File: src/rtl/apb_m.sv
// rtl/apb_m.sv - APB requester: one command -> one SETUP/ACCESS transfer with wait-state timeout
module apb_m #(
  parameter int ADDR_W  = 32,
  parameter int DATA_W  = 8,
  parameter int TIMEOUT = 16
) (
  input  logic              pclk,
  input  logic              preset,
  input  logic              cmd_valid,
  output logic              cmd_ready,
  input  logic              cmd_write,
  input  logic [ADDR_W-1:0] cmd_addr,
  input  logic [DATA_W-1:0] cmd_wdata,
  output logic              rsp_valid,
  output logic [DATA_W-1:0] rsp_rdata,
  output logic              rsp_err,
  output logic              rsp_timeout,
  output logic [ADDR_W-1:0] paddr,
  output logic              psel,
  output logic              penable,
  output logic              pwrite,
  output logic [DATA_W-1:0] pwdata,
  input  logic [DATA_W-1:0] prdata,
  input  logic              pready,
  input  logic              pslverr
);

  localparam int CNT_W = $clog2(TIMEOUT + 1);
  // Count value seen on the last permitted ACCESS cycle before abort.
  localparam logic [CNT_W-1:0] TMO_LAST = CNT_W'(TIMEOUT - 1);

  typedef enum logic [1:0] {
    ST_IDLE   = 2'd0,
    ST_SETUP  = 2'd1,
    ST_ACCESS = 2'd2
  } state_t;

  state_t r_state;
  state_t w_state_nxt;

  logic              w_accept;
  logic              w_done;
  logic              w_tmo;
  logic              w_bad;

  logic [CNT_W-1:0]  r_cnt;
  logic [ADDR_W-1:0] r_paddr;
  logic              r_psel;
  logic              r_penable;
  logic              r_pwrite;
  logic [DATA_W-1:0] r_pwdata;
  logic              r_rsp_valid;
  logic [DATA_W-1:0] r_rsp_rdata;
  logic              r_rsp_err;
  logic              r_rsp_timeout;

  always_ff @(posedge pclk) begin
    if (preset) begin
      r_state <= ST_IDLE;
    end else begin
      r_state <= w_state_nxt;
    end
  end

  always_comb begin
    w_state_nxt = r_state;
    w_accept    = 1'b0;
    w_done      = 1'b0;
    w_tmo       = 1'b0;
    w_bad       = 1'b0;
    case (r_state)
      ST_IDLE: begin
        if (cmd_valid) begin
          w_accept    = 1'b1;
          w_state_nxt = ST_SETUP;
        end
      end
      ST_SETUP: begin
        w_state_nxt = ST_ACCESS;
      end
      ST_ACCESS: begin
        // pslverr only matters on the completing edge of a selected, enabled transfer.
        if (r_psel && r_penable && pready) begin
          w_done      = 1'b1;
          w_state_nxt = ST_IDLE;
        end else if (r_cnt == TMO_LAST) begin
          w_tmo       = 1'b1;
          w_state_nxt = ST_IDLE;
        end
      end
      default: begin
        w_bad       = 1'b1;
        w_state_nxt = ST_IDLE;
      end
    endcase
  end

  always_ff @(posedge pclk) begin
    if (preset) begin
      r_cnt         <= '0;
      r_paddr       <= '0;
      r_psel        <= 1'b0;
      r_penable     <= 1'b0;
      r_pwrite      <= 1'b0;
      r_pwdata      <= '0;
      r_rsp_valid   <= 1'b0;
      r_rsp_rdata   <= '0;
      r_rsp_err     <= 1'b0;
      r_rsp_timeout <= 1'b0;
    end else begin
      r_rsp_valid <= 1'b0;
      if (w_accept) begin
        r_paddr   <= cmd_addr;
        r_pwdata  <= cmd_wdata;
        r_pwrite  <= cmd_write;
        r_psel    <= 1'b1;
        r_penable <= 1'b0;
        r_cnt     <= '0;
      end
      if (r_state == ST_SETUP) begin
        r_penable <= 1'b1;
      end
      if (r_state == ST_ACCESS) begin
        r_cnt <= r_cnt + 1'b1;
      end
      if (w_done) begin
        r_psel        <= 1'b0;
        r_penable     <= 1'b0;
        r_rsp_valid   <= 1'b1;
        r_rsp_err     <= pslverr;
        r_rsp_timeout <= 1'b0;
        r_rsp_rdata   <= (!r_pwrite && !pslverr) ? prdata : '0;
      end
      if (w_tmo) begin
        r_psel        <= 1'b0;
        r_penable     <= 1'b0;
        r_rsp_valid   <= 1'b1;
        r_rsp_err     <= 1'b1;
        r_rsp_timeout <= 1'b1;
        r_rsp_rdata   <= '0;
      end
      if (w_bad) begin
        r_psel    <= 1'b0;
        r_penable <= 1'b0;
      end
    end
  end

  assign cmd_ready   = (r_state == ST_IDLE);
  assign paddr       = r_paddr;
  assign psel        = r_psel;
  assign penable     = r_penable;
  assign pwrite      = r_pwrite;
  assign pwdata      = r_pwdata;
  assign rsp_valid   = r_rsp_valid;
  assign rsp_rdata   = r_rsp_rdata;
  assign rsp_err     = r_rsp_err;
  assign rsp_timeout = r_rsp_timeout;

endmodule

File: config.mk
export PLATFORM = sky130hd
export DESIGN_NAME = apb_m
export DESIGN_NICKNAME = d
export VERILOG_FILES = /design/src/rtl/apb_m.sv
export SDC_FILE = /design/constraint.sdc
export NUM_CORES = 1
export LEC_CHECK = 0
export BUFFER_PORTS_ARGS = -buffer_cell sky130_fd_sc_hd__buf_2
export CAP_MARGIN = 30
export CORE_ASPECT_RATIO = 0.5
export CORE_UTILIZATION = 41
export DETAILED_ROUTE_END_ITERATION = 10
export GPL_ROUTABILITY_DRIVEN = 0
export GPL_TIMING_DRIVEN = 0
export PLACE_DENSITY = 0.75
export SLEW_MARGIN = 20
export SYNTH_ARGS = -nofsm -noshare
export SYNTH_HDL_FRONTEND = slang
export SYNTH_SLANG_ARGS = --single-unit
File: constraint.sdc
create_clock -name pclk -period 1.7 [get_ports pclk]
set_input_delay 0.085 -clock pclk [delete_from_list [all_inputs] [get_ports pclk]]
set_output_delay 0.085 -clock pclk [all_outputs]
set_load 0.005 [all_outputs]
==> results_dict.tcl <==
set metrics [dict create \
    first_global_vias 2126 \
    period_share_pct 96.11 \
    final_cell_mix "107 x buf_2, 84 x nand2_1, 61 x dfxtp_1" \
    die_h_um 54.89 \
    vias_per_cell 4.784 \
    critPathSlowestCell "dfxtp_1" \
    grt_pass1_wl_um 9563 \
    dieArea_mm2 0.005915 \
    endpoint "rsp_rdata[7]$_SDFFE_PP0P_" \
    path_cells "ha_2 -> and3_4 -> ha_4 -> a31o_2 -> a21oi_4 -> a22o_1" \
    synth.avg_cell_area_um2 8.754 \
    worst_setup_path_end_kind "register" \
    required_ps 1970 \
    start_kind "register" \
    ys.flop_type "dfxtp_1" \
    yosysWarnings 0 \
    grt_util_met3_pct 6.667 \
    synth_cells 262 \
    post-place-ws_ps -155.0 \
    drive_gt1_share_pct 33.72 \
    fin_nets 481 \
    fin_skew_ps 4.910 \
    grt_use_met1_pct 24.77 \
    cts-root-buf "clkbuf_8" \
    r2r_start "r_cnt[0]$_SDFFE_PP0P_" \
    die_w_um 107.8 \
    run_status "finished, final reports clean" \
    power_frac_clock_pct 40.7 \
    dpl.hpwl_um 4036 \
    synth_seq_cells 61 \
    drc 0 \
    synth_cell_types 30 \
    maxSlewHeadroom_pct 66.02 \
    place_inst 439 \
    diodes 0 \
    leakagePower_uw 0.001659 \
    synth-edff-count 0 \
    p_sw_share_pct 24.54 \
    ios 109 \
    path_clk_slew_ps 70 \
    rrSetupSlack_ps 70 \
    pwr-share-seq_pct 44.9 \
    crit_type "reg -> reg" \
    area_growth_pct 57.72 \
    critical_path_arrival_ps 1910 \
    max_freq_mhz 612.0 \
    portBuffers 107 \
    core_mm2 0.005157 \
    syn_area_mm2 0.002293 \
    num_vias 2392 \
    drv_slew 0 \
    rsz0062_at_grt "no" \
    async_flop_share_pct 0 \
    finalCriticalPeriod_ps 1634 \
    yosysSeqAreaShare_pct 53.25 \
    hold_viol 0 \
    worstPathMaxFanout 8 \
    power_switching_uw 844.0 \
    pwr-share-comb_pct 14.5 \
    max_stage_delay_ps 340 \
    grt_max_degree 13 \
    p_int_uw 2595 \
    tightest_slew_ps 509.7 \
    std_cell_rows 18 \
    cts_buffer_depth 2 \
    cts_max_level 3 \
    cap_viol_max_count 0 \
    synth_nets 318 \
    grt_overflow_total 0 \
    wl_per_cell_um 12.78 \
    hp-class "in -> reg" \
    detail_route.first_pass.iterations 4 \
    antenna_found_initial 0 \
    cts_tree "built" \
    start_util_pct 44.47 \
    layout_commonest_cell "buf_2" \
    drtIter0Drc 120 \
    routed_wl_um 6389 \
    power.density_mw_per_mm2 950.6 \
    met2_usage_pct 39.85 \
    clkLatencyLatePin_ps 330 \
    cp-startpoint "r_cnt[0]$_SDFFE_PP0P_" \
    grt_busiest_layer "met2" \
    worst-r2r-cell-count 6 \
    setup_viol_count_final 0 \
    cts.sinks 61 \
    vdd_drop_max_mv 0.5657 \
    cts_buffers 9 \
    holdWs_ps 10.39 \
    ant_nets 0 \
    grt_use_total_pct 21.70 \
    regToRegEndpoint "rsp_rdata[7]$_SDFFE_PP0P_" \
    final_cells 500 \
    fin_ws_ps 66.14 \
]
## area by class of cell
| type | count | area [um^2] |
|---|---|---|
| plain buffers | 18 | 135.1 |
| clock buffers | 9 | 123.9 |
| clock inverters | 7 | 98.84 |
| fillers | 398 | 1540 |
| inverters | 3 | 11.26 |
| multi-input cells | 180 | 953.4 |
| flip-flops and latches | 61 | 1221 |
| well taps | 70 | 87.58 |
| repair buffers | 152 | 985.9 |
## metal layers
layer / share of wire [%] / routed length [um]
met1: 42 / 2662
met5: 0 / 0
met3: 5.2 / 335
met2: 52 / 3323
met4: 1.0 / 67
## stage by stage
step / util, % / power [uW] / cell area (um^2) / setup TNS (ps)
5_1_grt: 70.14 / 3619 / 3617 / 0
3_3_place_gp: 56.55 / 1966 / 2917 / -879.5
4_1_cts: 69.60 / 3467 / 3590 / 0
2_1_floorplan: - / 1797 / 2293 / 0
6_report: 70.14 / 3439 / 3617 / 0
3_5_place_dp: 56.55 / 1982 / 2917 / -1213
## what timing repair did
item	CTS	global route
pin swaps	1	2
resized for setup	2	3
endpoints found under the setup margin	8	8
hold buffers	44	1
buffers inserted	0	0
hold endpoints to repair	44	1
## synth_stat cells, drive strengths merged (2+ instances only)
cell type / number / area (um^2)
nand2: 84 / 315.3
nand3b: 3 / 22.52
a21oi: 49 / 252.8
inv: 3 / 11.26
nor3: 3 / 15.01
nor2b: 2 / 12.51
buf: 12 / 112.6
dfxtp: 61 / 1221
clkbuf: 6 / 22.52
a211oi: 2 / 15.01
a22o: 8 / 70.07
ha: 2 / 25.02
and3: 3 / 18.77
nand2b: 2 / 20.02
nand3: 4 / 20.02
nor2: 5 / 18.77
o21ai: 2 / 10.01
a31oi: 2 / 12.51
## cell families (layout without fill, tap and decap cells)
logic type	count (synthesis)	after routing	synth area share (%)
buf+inv	21	189	6.383
flops	61	61	53.25
fa+ha+maj	2	2	1.091
compound gates	67	67	17.19
simple gates	110	110	21.66
mux	1	1	0.4365
## how the worst min path moves through the flow
stage / endpoint / depth (start not counted) / start
finish: paddr[23]$_SDFFE_PP0P_ / 3 / cmd_addr[23]
global route: paddr[23]$_SDFFE_PP0P_ / 3 / cmd_addr[23]
CTS: paddr[9]$_SDFFE_PP0P_ / 3 / cmd_addr[9]
detailed placement: rsp_rdata[6]$_SDFFE_PP0P_ / 2 / prdata[6]
global placement: rsp_rdata[2]$_SDFFE_PP0P_ / 2 / prdata[2]
floorplan: rsp_rdata[0]$_SDFFE_PP0P_ / 1 / prdata[0]
## worst max-delay path, delay by kind of cell (launching register included)
family | cells | cell delay (ps)
adders and majority gates | 2 | 370
DFF | 1 | 340
and+or+nand+nor | 1 | 180
AOI/OAI and AO/OA | 3 | 680
## flip-flops by register name (all words and copies together), names as in the netlist
register	count
paddr	32
pwdata	8
rsp_rdata	8
r_cnt	5
r_state	2
penable	1
psel	1
pwrite	1
rsp_err	1
rsp_timeout	1
rsp_valid	1
## power by group through the flow
| stage | combinational [uW] | sequential, uW | clock, uW |
|---|---|---|---|
| after CTS | 488 | 1540 | 1440 |
| after global routing | 550 | 1550 | 1520 |
| final | 497 | 1540 | 1400 |
| after floorplan | 218 | 1580 | 0 |
| after global placement | 396 | 1570 | 0 |
| after detailed placement | 408 | 1570 | 0 |
(Power assumes the default switching activity.)
